## config.mk

```make
export PLATFORM = sky130hd
export DESIGN_NAME = keypad_emulator_flat
export DESIGN_NICKNAME = d
export VERILOG_FILES = /design/src/rtl/keypad_emulator_if.sv /design/src/rtl/keypad_emulator.sv /design/src/flat_wrapper.sv
export SDC_FILE = /design/constraint.sdc
export NUM_CORES = 1
export LEC_CHECK = 0
export ABC_CLOCK_PERIOD_IN_PS = 5100
export CAP_MARGIN = 20
export CORE_MARGIN = 5
export CORE_UTILIZATION = 55
export DETAILED_ROUTE_END_ITERATION = 16
export HOLD_SLACK_MARGIN = 0.15
export PLACE_DENSITY = 0.85
export SLEW_MARGIN = 15
export SYNTH_ARGS = -nofsm -noshare
export SYNTH_HDL_FRONTEND = slang
export SYNTH_SLANG_ARGS = --single-unit
```

## constraint.sdc

```tcl
create_clock -name clk_i -period 5.1 [get_ports clk_i]
set_input_delay 1.02 -clock clk_i [delete_from_list [all_inputs] [get_ports clk_i]]
set_output_delay 1.02 -clock clk_i [all_outputs]
set_load 0.02 [all_outputs]
```

## src/rtl/keypad_emulator_if.sv

```systemverilog
// Keystroke command port of the keypad emulator.
// The host (master) offers a key position; the emulator (slave) accepts it.
interface keypad_emulator_if;
    logic       cmd_valid;
    logic       cmd_ready;
    logic [3:0] cmd_pos;

    modport master (
        output cmd_valid,
        output cmd_pos,
        input  cmd_ready
    );

    modport slave (
        input  cmd_valid,
        input  cmd_pos,
        output cmd_ready
    );
endinterface

```

## src/rtl/keypad_emulator.sv

```systemverilog
// Virtual 4x4 matrix keypad: answers scanner column strobes on the row lines,
// replaying queued keystrokes with a fixed hold time and release gap.
module keypad_emulator #(
    parameter int HOLD_CYCLES = 4194304,
    parameter int GAP_CYCLES  = 4194304
) (
    input  logic               clk_i,
    input  logic               rst_i,
    keypad_emulator_if.slave   cmd,
    input  logic [3:0]         col_i,
    output logic [3:0]         row_o,
    output logic               pressing_o,
    output logic               busy_o,
    output logic [2:0]         fifo_count_o
);

    localparam int MAX_C = (HOLD_CYCLES > GAP_CYCLES) ? HOLD_CYCLES : GAP_CYCLES;
    localparam int CW    = $clog2(MAX_C + 1);

    localparam logic [CW-1:0] HOLD_LD = CW'(HOLD_CYCLES - 1);
    localparam logic [CW-1:0] GAP_LD  = CW'(GAP_CYCLES - 1);

    typedef enum logic [1:0] {
        S_IDLE  = 2'd0,
        S_PRESS = 2'd1,
        S_GAP   = 2'd2
    } state_e;

    state_e        state_q, state_d;
    logic [CW-1:0] cnt_q, cnt_d;
    logic [3:0]    cur_q, cur_d;
    logic [3:0]    row_q, row_d;

    logic [3:0]    mem_q [4];
    logic [1:0]    wr_ptr_q, wr_ptr_d;
    logic [1:0]    rd_ptr_q, rd_ptr_d;
    logic [2:0]    count_q, count_d;

    logic          push;
    logic          pop;

    // Ready ignores pop so a full FIFO never takes a push in the pop cycle.
    assign cmd.cmd_ready = !rst_i && (count_q < 3'd4);
    assign push          = cmd.cmd_valid && cmd.cmd_ready;

    always_comb begin
        wr_ptr_d = wr_ptr_q;
        rd_ptr_d = rd_ptr_q;
        count_d  = count_q;
        if (push) begin
            wr_ptr_d = wr_ptr_q + 2'd1;
        end
        if (pop) begin
            rd_ptr_d = rd_ptr_q + 2'd1;
        end
        unique case ({push, pop})
            2'b10:   count_d = count_q + 3'd1;
            2'b01:   count_d = count_q - 3'd1;
            default: count_d = count_q;
        endcase
    end

    always_ff @(posedge clk_i) begin
        if (push) begin
            mem_q[wr_ptr_q] <= cmd.cmd_pos;
        end
    end

    always_ff @(posedge clk_i or posedge rst_i) begin
        if (rst_i) begin
            wr_ptr_q <= 2'd0;
            rd_ptr_q <= 2'd0;
            count_q  <= 3'd0;
        end else begin
            wr_ptr_q <= wr_ptr_d;
            rd_ptr_q <= rd_ptr_d;
            count_q  <= count_d;
        end
    end

    always_comb begin
        state_d = state_q;
        cnt_d   = cnt_q;
        cur_d   = cur_q;
        pop     = 1'b0;
        unique case (state_q)
            S_IDLE: begin
                if (count_q != 3'd0) begin
                    pop     = 1'b1;
                    cur_d   = mem_q[rd_ptr_q];
                    cnt_d   = HOLD_LD;
                    state_d = S_PRESS;
                end
            end
            S_PRESS: begin
                if (cnt_q == '0) begin
                    cnt_d   = GAP_LD;
                    state_d = S_GAP;
                end else begin
                    cnt_d = cnt_q - CW'(1);
                end
            end
            S_GAP: begin
                if (cnt_q == '0) begin
                    state_d = S_IDLE;
                end else begin
                    cnt_d = cnt_q - CW'(1);
                end
            end
            default: begin
                state_d = S_IDLE;
            end
        endcase
    end

    // Only the queued key's column is watched; other strobes are ignored.
    always_comb begin
        row_d = 4'hF;
        if (state_q == S_PRESS && !col_i[cur_q[3:2]]) begin
            row_d = ~(4'b0001 << cur_q[1:0]);
        end
    end

    always_ff @(posedge clk_i or posedge rst_i) begin
        if (rst_i) begin
            state_q <= S_IDLE;
            cnt_q   <= '0;
            cur_q   <= 4'd0;
            row_q   <= 4'hF;
        end else begin
            state_q <= state_d;
            cnt_q   <= cnt_d;
            cur_q   <= cur_d;
            row_q   <= row_d;
        end
    end

    assign row_o        = row_q;
    assign pressing_o   = (state_q == S_PRESS);
    assign busy_o       = (state_q != S_IDLE) || (count_q != 3'd0);
    assign fifo_count_o = count_q;

endmodule

```

## src/flat_wrapper.sv

```systemverilog
// flat-port wrapper written by rule: the top's interface ports become plain ports
module keypad_emulator_flat 
#(
    parameter int HOLD_CYCLES = 4194304,
    parameter int GAP_CYCLES  = 4194304
)
  (clk_i, rst_i, col_i, row_o, pressing_o, busy_o, fifo_count_o, cmd_cmd_valid, cmd_cmd_pos, cmd_cmd_ready);
  keypad_emulator_if cmd_i ();
  input  logic clk_i;
  input  logic rst_i;
  input  logic [3:0] col_i;
  output logic [3:0] row_o;
  output logic pressing_o;
  output logic busy_o;
  output logic [2:0] fifo_count_o;
  input wire logic [$bits(cmd_i.cmd_valid)-1:0] cmd_cmd_valid;
  input wire logic [$bits(cmd_i.cmd_pos)-1:0] cmd_cmd_pos;
  output wire logic [$bits(cmd_i.cmd_ready)-1:0] cmd_cmd_ready;
  assign cmd_i.cmd_valid = cmd_cmd_valid;
  assign cmd_i.cmd_pos = cmd_cmd_pos;
  assign cmd_cmd_ready = cmd_i.cmd_ready;
  keypad_emulator #(.HOLD_CYCLES(HOLD_CYCLES), .GAP_CYCLES(GAP_CYCLES)) u_core (.clk_i(clk_i), .rst_i(rst_i), .cmd(cmd_i), .col_i(col_i), .row_o(row_o), .pressing_o(pressing_o), .busy_o(busy_o), .fifo_count_o(fifo_count_o));
endmodule
```

# [Word level (Yosys, flattened, before mapping)]
# Memories as Yosys holds them, arrays and structs flattened. A register that Yosys moved wholly into a read port is not among the register bits.
# Cells that the tools add are included.
[classes] mux=16 add_sub_neg=5 n_bitwise=1 magnitude_cmp=2 n_reduce_logical=15 n_shift=1 n_eq_ne=8
[op_table] operator="23-bit 2-to-1 mux" count=3
[op_table] operator="23-bit case mux with 3 select lines" count=1
[op_table] operator="23-bit zero test" count=1
[op_table] operator="23-bit by 1-bit subtractor with 23-bit output, second input constant" count=1
[op_table] operator="2-bit 2-to-1 mux" count=3
[op_table] operator="2-bit by 1-bit inequality test with 1-bit output, second input constant" count=3
[op_table] operator="2-bit case mux with 3 select lines" count=1
[op_table] operator="3-bit case mux with 2 select lines" count=1
[op_table] operator="3-bit AND reduction" count=2
[op_table] operator="3-bit nonzero test" count=2
[op_table] operator="1-bit 2-to-1 mux" count=5
[op_table] operator="2-bit by 1-bit adder with 2-bit output, second input constant" count=2
[op_table] operator="2-bit by 1-bit == test with 1-bit output, second input constant" count=2
[op_table] operator="2-bit == test, second input constant" count=2
[op_table] operator="4-bit 2-to-1 mux" count=1
[op_table] operator="4-bit inverter" count=1
[op_table] operator="2-bit nonzero test" count=2
[op_table] operator="1-bit by 2-bit left shift with 4-bit output, first input constant" count=1
[op_table] operator="3-bit by 1-bit adder with 3-bit output, second input constant" count=1
[op_table] operator="1-bit logical AND" count=3
[op_table] operator="2-bit by 3-bit less-than comparator with 1-bit output, second input constant" count=1
[op_table] operator="3-bit less-than comparator, second input constant" count=1
[op_table] operator="3-bit by 1-bit subtractor with 3-bit output, second input constant" count=1
[op_table] operator="1-bit binary-select mux with 2-bit select" count=1
[op_table] operator="other kinds (5)" count=6
[totals] mem_bits_rw=16 n_memories=1 output_inout_bits=10 wordCells=55 reg_bits=36
[mem_list] name="u_core.mem_q" depth=4 width=4 read_ports=1 rd_ports_with_merged_regs=1 write_ports=1 line="keypad_emulator.sv:34" text="logic [3:0] mem_q [4];"

# [Depth between registers and ports, before layout]
# Gate-level depths: netlist of run 1.
[depth] depth_word=5 depth_mapped=10

# [Worst setup path before layout of run 1]
# OpenSTA, ideal clock, no wires.
[synth_timing] path_type="input to register" startpoint="input port rst_i" endpoint="register u_core.count_q[2] (netlist: u_core.fifo_count_o[2])" t_required_ns=4.967 setup_slack_ns=2.501 setup_time_ns=0.133 path_buffers=0 stages=9 arrival_time_ns=2.466 cell_sequence="nor2_1 and2_1 inv_1 ha_1 inv_1 fa_1 xor2_1 nor2_1 xor2_1"
[synth_between] elab_chain_len=5
[synth_lines] element="start: declaration" line="flat_wrapper.sv:10" text="input logic rst_i;"
[synth_lines] element="1-bit zero test (no line) (*)"
[synth_lines] element="1-bit logical AND (*)" line="keypad_emulator.sv:43" text="assign cmd.cmd_ready = !rst_i && (count_q < 3'd4);"
[synth_lines] element="1-bit logical AND (*)" line="keypad_emulator.sv:44" text="assign push = cmd.cmd_valid && cmd.cmd_ready;"
[synth_lines] element="2-bit by 1-bit == test with 1-bit output or 2-bit == test (tied branches)" line="keypad_emulator.sv:56" text="unique case ({push, pop})"
[synth_lines] element="3-bit case mux with 2 select lines or 2-bit nonzero test (tied branches)"
[synth_lines] element="end signal: assignment" line="keypad_emulator.sv:77" text="count_q <= count_d;"
[synth_lines] element="end: declaration" line="keypad_emulator.sv:37" text="logic [2:0] count_q, count_d;"
# Every way passes the cells marked *; elsewhere a longest branch is shown, timed or not.
# A chain may end at the register's enable or synchronous reset.

# [Final worst setup path of run 1]
[layout_timing] startpoint="input port rst_i" endpoint="output port cmd_cmd_ready"
[layout_between] elab_chain_len=2
[layout_lines] element="1-bit zero test (no line)"
[layout_lines] element="1-bit logical AND" line="keypad_emulator.sv:43"
[layout_lines] element="end: declaration" line="flat_wrapper.sv:18" text="output wire logic [$bits(cmd_i.cmd_ready)-1:0] cmd_cmd_ready;"
# No other way between the ends.

==> metrics.yaml, run 1 <==
initial_core_util: 0.5583
pwr-share-seq: 0.420
r2r_slack_ns: 2.52
clock_latency_ns: 0.32
dieArea_mm2: 0.007069
switchingPower_mw: 0.8486
comb_power_share: 0.444
cp_top_family: "buffers and inverters"
fp.dieW_um: 84.08
path_cells: "clkdlybuf4s50_1 > nor2_1 > clkdlybuf4s50_1"
met3RoutedLength_um: 391
stdcell_area_mm2: 0.003382
cts_root_buf: "clkbuf_8"
ir_drop_uv: 401.4
dp_slack_ns: 1.763
endpoint: "cmd_cmd_ready"
gp_congestion: 0.8720
swShare: 0.4302
grtUsageTotal: 0.1849
wl_um: 6341
p_clk_frac: 0.136
wl_per_cell_um: 16.73
r2r-end: "u_core.cnt_q[9]$_DFFE_PP0P_"
worstSetupStartpointType: "input pin"
port_buffers: 20
drive_above_1_share: 0.1270
status: "complete, no violations"
syn_nets: 310
syn_inst: 286
finalMaxSlewViolations: 0
ys_ff_latch: 56
syn_area_mm2: 0.003018
crit_fanout: 6
finalSetupViolations: 0
cts_tree: "done"
synthArstFlopShare: 0.7143
grt-ovfl-total: 0
cp.depth: 3
io_pins: 21
rows: 27
required_ns: 4.08
antenna_left: 0
tightest_slew_ns: 0.9034
grt_start_max_net_pins: 41
regToRegStartpoint: "u_core.state_q[1]$_DFFE_PP0P_"
clock-sinks: 56
rsz0062_at_grt: "false"
crit_type: "in -> out"
cts.repair.resized: 0
finalCritPeriodShare: 0.6562
dr.pass1.iters: 5
path_clk_slew_ns: 0.11
antenna_found_initial: 0
highest_layer: "met4"
cp-startpoint: "rst_i"
hold_viol_final: 0
n_antenna_cell: 0
hpwl_um: 4632
drv_cap: 0
dpl_cell_area_mm2: 0.003284
arrival_ns: 2.33
crit_top_cell: "clkdlybuf4s50_1"
finalNetCount: 330
p_leak_nw: 1.327
setup_slack_ns: 1.753
tns_ns: 0
met2_wirelength_um: 3299
rr_worst_depth: 7
grt_pass1_vias: 2235
crit_buf_inv: 2
yosysUniqueCellTypes: 58
vias: 2285
max_freq_mhz: 298.8
avgSynthCellArea_um2: 10.55
skew_ns: 0.008769
synth_seq_area_share: 0.4925
drt_iter0_drc: 181
p_per_area_mw_per_mm2: 583.3
end_kind: "output port"
wl_met1_um: 2589
numCtsBuffers: 5
cts_hold_buf: 0
min_period_ns: 3.347
cts_buffer_depth: 2
slew_headroom: 0.3955
synth_top_flop_cell: "dfrtp_1"
synth-edff-count: 16
core_area_mm2: 0.005405
drc: 0
crit_path_max_incr_delay_ns: 0.66
syn_to_final_growth_pct: 12.06
p_int_mw: 1.124
post_cts_buffers: 0
yosys_warnings: 0
utilization: 0.6257
grt_pass1_wl_um: 10650
htreeDepth: 2
crit_slowest_cell: "clkdlybuf4s50_1"
vias_per_cell: 6.029
hold_class: "reg -> reg"
die_y_um: 84.08
metal layers:
layer / up-vias / global-route usage
met2: 72 / 0.3293
met1: 1105 / 0.2275
li1: 1100 / -
met3: 8 / 0.03751
met5: - / 0
met4: 0 / 0.04678
cell usage in the layout, fill, tap and decap left out, types with 2 or more instances in the layout:
cell type,count
o2bb2ai_1,2
clkdlybuf4s50_1,20
o22ai_1,3
dfstp_2,4
or2_2,2
and2_1,4
a21oi_1,13
nor4_1,5
o31ai_1,3
dfrtp_1,36
o21ai_0,25
nor2_1,25
nor4_4,2
xnor2_1,4
o21a_1,8
inv_1,17
nand2_1,26
nand2b_1,2
o221a_2,2
inv_6,2
a31o_2,3
nor3b_1,2
a31oi_1,5
ha_1,12
and3_1,4
nand4_1,3
nand3_1,7
a311oi_1,2
clkbuf_8,5
nor3_1,7
xor2_1,2
buf_4,2
edfxtp_1,16
nor4_2,2
mux4_2,5
cell families (layout without fill, tap and decap cells):
family,count (synthesis),in the layout,synth area share
and+or+nand+nor,101,101,0.1849
muxes,6,6,0.04105
adders and majority gates,13,13,0.05638
DFF,56,56,0.4925
xor gates and xnor gates,6,6,0.01741
AOI/OAI and AO/OA,78,78,0.1737
buffers and inverters,26,47,0.03400
sequential cells by signal, indices dropped and copies added, names as in the netlist:
register / cells
u_core.cnt_q: 23
u_core.mem_q: 16
u_core.cur_q: 4
u_core.row_o: 4
u_core.fifo_count_o: 3
u_core.rd_ptr_q: 2
u_core.state_q: 2
u_core.wr_ptr_q: 2
cell type report:
| type | instances | area [um2] |
|---|---|---|
| fill | 427 | 2023 |
| sequential | 56 | 1486 |
| multi-input combinational | 204 | 1429 |
| timing repair buffer | 22 | 215.2 |
| tap | 72 | 90.09 |
| clock buffer | 5 | 68.82 |
| inverter | 17 | 63.81 |
| clock inverter | 3 | 28.78 |
how the worst min path moves through the flow:
stage	startpoint	cells after the start	slack [ns]	endpoint
2_1_floorplan	u_core.cur_q[1]$_DFFE_PP0P_	1	0.42	u_core.row_o[2]$_DFF_PP1_
3_3_place_gp	u_core.cur_q[1]$_DFFE_PP0P_	1	0.46	u_core.row_o[2]$_DFF_PP1_
3_5_place_dp	u_core.cur_q[1]$_DFFE_PP0P_	1	0.46	u_core.row_o[2]$_DFF_PP1_
4_1_cts	u_core.cur_q[1]$_DFFE_PP0P_	1	0.48	u_core.row_o[2]$_DFF_PP1_
5_1_grt	u_core.cnt_q[14]$_DFFE_PP0P_	1	0.55	u_core.cnt_q[14]$_DFFE_PP0P_
6_report	u_core.cur_q[1]$_DFFE_PP0P_	1	0.49	u_core.row_o[2]$_DFF_PP1_
stage by stage:
step	power, mW	std cells	hold WS, ns
detailed placement	1.708	371	0.4647
finish	1.973	379	0.4889
global route	2.120	379	0.5485
floorplan	1.454	286	0.4196
global placement	1.652	371	0.4567
CTS	1.976	379	0.4803
cells in the mapped netlist (4+ instances only):
cell type  instances  area, um2
a31oi_1            5      31.28
xnor2_1            4      35.03
nor3_1             7      35.03
nand3_1            7      35.03
clkbuf_1           7      26.28
edfxtp_1          16      480.5
dfrtp_1           36      900.9
o21ai_0           25      125.1
mux4_2             5      112.6
nor4_1             5      31.28
nand2_1           26      97.59
dfstp_2            4      105.1
o21a_1             8      60.06
nor2_1            25      93.84
and2_1             4      25.02
a21oi_1           13      65.06
ha_1              12      150.1
inv_1             17      63.81
and3_1             4      25.02
power by group through the flow:
stage / clock network [mW] / registers [mW] / logic, mW
2_1_floorplan: 0 / 0.797 / 0.657
6_report: 0.268 / 0.829 / 0.875
3_5_place_dp: 0 / 0.834 / 0.874
3_3_place_gp: 0 / 0.824 / 0.828
4_1_cts: 0.270 / 0.827 / 0.879
5_1_grt: 0.291 / 0.855 / 0.974
(Power assumes the default switching activity.)
==> run 2: changes to the inputs <==
Settings changed: ABC_CLOCK_PERIOD_IN_PS 5100 to 2900, CORE_UTILIZATION 55 to 53, PLACE_DENSITY 0.85 to 0.86.
Clock period 5.1 ns to 2.9 ns, I/O delays scaled along.
==> metrics.yaml, run 2 (synthesized netlist as in run 1, its figures left out) <==
status: "complete, no violations"
cts_tree: "done"
p_leak_nw: 1.347
die_y_um: 85.46
post_cts_buffers: 0
met2_wirelength_um: 3264
crit_fanout: 6
cts.repair.resized: 0
grt_pass1_wl_um: 11320
rows: 27
wl_um: 6679
hold_class: "reg -> reg"
crit_buf_inv: 2
arrival_ns: 2.18
rr_worst_depth: 8
drive_above_1_share: 0.1383
endpoint: "busy_o"
fp.dieW_um: 85.46
syn_to_final_growth_pct: 13.06
dp_cells: 375
end_kind: "output port"
hpwl_um: 4847
largest_reg_flops: 23
required_ns: 2.32
finalNetCount: 334
slew_headroom: 0.5077
skew_ns: 0.01086
biggestRegsByFlops: "u_core.cnt_q (23), u_core.mem_q (16)"
r2r_slack_ns: 0.40
vias_per_cell: 6.131
worstSetupStartpointType: "flip-flop"
mostFrequentLayoutCell: "dfrtp_1"
gp_congestion: 0.8202
port_buffers: 20
antenna_left: 0
dr.pass1.iters: 5
regToRegStartpoint: "u_core.state_q[0]$_DFFE_PP0P_"
vias: 2348
numCtsBuffers: 5
clock-sinks: 56
grt_start_max_net_pins: 41
hold_viol_final: 0
grtUsageTotal: 0.1935
grt_pass1_vias: 2337
min_period_ns: 2.762
max_freq_mhz: 362.1
finalSetupViolations: 0
tns_ns: 0
wl_per_cell_um: 17.44
cts_buffer_depth: 2
htreeDepth: 2
crit_slowest_cell: "clkdlybuf4s50_1"
finalCritPeriodShare: 0.9524
layout_common_cells: "dfrtp_1, nand2_1, nor2_1, o21ai_0, clkdlybuf4s50_1"
r2r-end: "u_core.cnt_q[16]$_DFFE_PP0P_"
dieArea_mm2: 0.007303
cp-startpoint: "u_core.state_q[0]$_DFFE_PP0P_"
antenna_found_initial: 0
crit_type: "reg -> out"
cts_root_buf: "clkbuf_8"
io_pins: 21
met3RoutedLength_um: 455
clock_latency_ns: 0.32
ir_drop_uv: 476.8
initial_core_util: 0.5481
drc: 0
drt_iter0_drc: 316
drv_cap: 0
tightest_slew_ns: 0.7317
cts_hold_buf: 0
path_clk_slew_ns: 0.10
cp_top_family: "buffers and inverters"
crit_path_max_incr_delay_ns: 0.59
finalMaxSlewViolations: 0
grt-ovfl-total: 0
p_per_area_mw_per_mm2: 1030
core_area_mm2: 0.005507
largest_register: "u_core.cnt_q"
n_antenna_cell: 0
fin_cells: 383
path_cells: "inv_1 > ha_1 > or4b_1 > clkdlybuf4s50_1"
cp.depth: 4
wl_met1_um: 2797
highest_layer: "met4"
rsz0062_at_grt: "false"
[run 2: cell types whose count changed in the layout (fill, tap and decap cells not counted), sizes merged]
cell,before,now
buf,2,6
[run 2: metal layers]
| layer | GRT usage | vias up |
|---|---|---|
| met3 | 0.04272 | 15 |
| met5 | 0 | - |
| li1 | - | 1106 |
| met2 | 0.3100 | 97 |
| met4 | 0.08345 | 0 |
| met1 | 0.2528 | 1130 |
[run 2: stage by stage]
step,util,instance area (um2),hold WS (ns),worst slack [ns],total power [mW]
2_1_floorplan,-,3018,0.4196,0.6614,2.557
3_3_place_gp,0.6019,3314,0.4503,0.4449,2.928
3_5_place_dp,0.6019,3314,0.4640,0.3414,3.048
4_1_cts,0.6196,3412,0.4901,0.1210,3.516
5_1_grt,0.6196,3412,0.5212,0.04882,3.774
6_report,0.6196,3412,0.4904,0.1380,3.515
[run 2: area by class of cell]
type | instances | area, um2
Clock buffer | 5 | 68.82
Inverter | 17 | 63.81
Clock inverter | 3 | 28.78
Multi-Input combinational cell | 204 | 1429
Tap cell | 72 | 90.09
Sequential cell | 56 | 1486
Fill cell | 440 | 2095
Timing Repair Buffer | 26 | 245.2
[run 2: how the worst min path moves through the flow]
stage                           startpoint  depth (start not counted)  slack, ns                         to
6_report       u_core.cur_q[0]$_DFFE_PP0P_                          1       0.49  u_core.row_o[3]$_DFF_PP1_
4_1_cts        u_core.cur_q[1]$_DFFE_PP0P_                          1       0.49  u_core.row_o[2]$_DFF_PP1_
2_1_floorplan  u_core.cur_q[1]$_DFFE_PP0P_                          1       0.42  u_core.row_o[2]$_DFF_PP1_
5_1_grt        u_core.cur_q[0]$_DFFE_PP0P_                          1       0.52  u_core.row_o[1]$_DFF_PP1_
3_5_place_dp   u_core.cur_q[0]$_DFFE_PP0P_                          1       0.46  u_core.row_o[3]$_DFF_PP1_
3_3_place_gp   u_core.cur_q[1]$_DFFE_PP0P_                          1       0.45  u_core.row_o[2]$_DFF_PP1_
[run 2: where the power goes]
group	internal [mW]	switching, mW	total (mW)
combinational	0.707	0.868	1.58
clock	0.183	0.283	0.466
sequential	1.10	0.369	1.47
==> run 3: changes to the inputs <==
Settings changed: CORE_UTILIZATION 53 to 50, PLACE_DENSITY 0.86 to 0.82.
==> metrics.yaml, run 3 (synthesized netlist as in run 1, its figures left out) <==
r2r-end: "u_core.fifo_count_o[2]$_DFFE_PP0P_"
finalMaxSlewViolations: 0
wl_per_cell_um: 15.98
path_cells: "inv_1 > ha_1 > or4b_1 > clkdlybuf4s50_1"
crit_buf_inv: 2
drive_above_1_share: 0.1410
gp_congestion: 0.8579
power_mw: 3.472
cts_hold_buf: 0
layout_common_cells: "dfrtp_1, nand2_1, nor2_1, o21ai_0, clkdlybuf4s50_1"
cp-startpoint: "u_core.state_q[1]$_DFFE_PP0P_"
fill_cells: 494
slew_headroom: 0.5345
die_y_um: 87.69
p_leak_nw: 1.352
r2r_slack_ns: 0.48
initial_core_util: 0.5128
ir_drop_uv: 451.8
max_freq_mhz: 362.6
dp_cells: 379
drt_iter0_drc: 71
core_area_mm2: 0.005886
dr.pass1.iters: 4
p_per_area_mw_per_mm2: 1014
rows: 28
numCtsBuffers: 5
clock_latency_ns: 0.32
cts_buffer_depth: 2
grt_pass1_wl_um: 10590
hold_viol_final: 0
whs_endpoint: "u_core.row_o[2]$_DFF_PP1_"
grt_start_max_net_pins: 41
wl_um: 6183
fp.dieW_um: 87.69
antenna_left: 0
cts.repair.resized: 0
dpl_cell_area_mm2: 0.003326
cts_root_buf: "clkbuf_8"
drv_cap: 0
utilization: 0.5816
skew_ns: 0.01361
holdCritStartpoint: "u_core.cur_q[1]$_DFFE_PP0P_"
regToRegStartpoint: "u_core.fifo_count_o[2]$_DFFE_PP0P_"
finalSetupViolations: 0
dieArea_mm2: 0.007690
mostFrequentLayoutCell: "dfrtp_1"
whs_path_depth: 1
crit_type: "reg -> out"
port_buffers: 20
stdcell_area_mm2: 0.003423
status: "complete, no violations"
arrival_ns: 2.18
hold_class: "reg -> reg"
hpwl_um: 4570
min_period_ns: 2.758
finalCritPeriodShare: 0.9509
clock-sinks: 56
post_cts_buffers: 0
crit_fanout: 6
crit_path_max_incr_delay_ns: 0.60
syn_to_final_growth_pct: 13.43
biggestRegsByFlops: "u_core.cnt_q (23), u_core.mem_q (16)"
crit_slowest_cell: "clkdlybuf4s50_1"
end_kind: "output port"
antenna_found_initial: 0
worstSetupStartpointType: "flip-flop"
finalNetCount: 335
tns_ns: 0
largest_reg_flops: 23
tightest_slew_ns: 0.6918
rr_worst_depth: 8
grt_pass1_vias: 2228
path_clk_slew_ns: 0.10
io_pins: 21
drc: 0
vias: 2281
grtUsageTotal: 0.1752
rsz0062_at_grt: "false"
largest_register: "u_core.cnt_q"
htreeDepth: 2
fin_cells: 387
grt-ovfl-total: 0
vias_per_cell: 5.894
cp_top_family: "buffers and inverters"
required_ns: 2.32
n_antenna_cell: 0
cts_tree: "done"
-- run 3: changes by cell type in the layout (fill, tap and decap cells not counted), sizes merged --
cell / before / now
buf: 6 / 7
-- run 3: worst max path at each step --
stage,to,slack [ns],cells past startpoint
floorplan,u_core.cnt_q[4]$_DFFE_PP0P_,0.66,9
global placement,u_core.fifo_count_o[2]$_DFFE_PP0P_,0.44,10
detailed placement,u_core.fifo_count_o[2]$_DFFE_PP0P_,0.32,10
CTS,busy_o,0.14,4
global route,busy_o,0.04,4
finish,busy_o,0.14,4
-- run 3: worst register-to-register path: cells and delay by family (launching register included) --
kind | cells | cell delay (ns)
compound gates | 1 | 0.60
fa+ha+maj | 2 | 0.50
flops | 1 | 0.47
buf+inv | 2 | 0.36
xor+xnor | 2 | 0.31
simple gates | 1 | 0.07
-- run 3: area by class of cell --
cell class / instances / area (um2) / share of cell area
repair buffers: 27 / 252.7 / 0.07383
well taps: 75 / 93.84 / 0.02741
clock inverters: 3 / 28.78 / 0.008406
flip-flops and latches: 56 / 1486 / 0.4342
inverters: 17 / 63.81 / 0.01864
multi-input cells: 204 / 1429 / 0.4174
clock buffers: 5 / 68.82 / 0.02010
-- run 3: stage by stage --
stage	setup slack [ns]	hold WS (ns)
floorplan	0.6614	0.4196
global placement	0.4436	0.4498
detailed placement	0.3157	0.4637
CTS	0.1401	0.4794
global route	0.03726	0.4985
finish	0.1423	0.4766
-- run 3: report_power, final --
group          internal (mW)  switching [mW]  leakage [nW]
clock                  0.183           0.281        0.0511
sequential              1.10           0.348         0.600
combinational          0.711           0.844         0.700
-- run 3: metal layers --
metal  global-route usage  routed length [um]  vias up
li1                     -                   -     1107
met1               0.2411                2903     1119
met2               0.2795                2926       46
met3              0.03575                 274        9
met4              0.05579                  78        0
met5                    0                   0        -
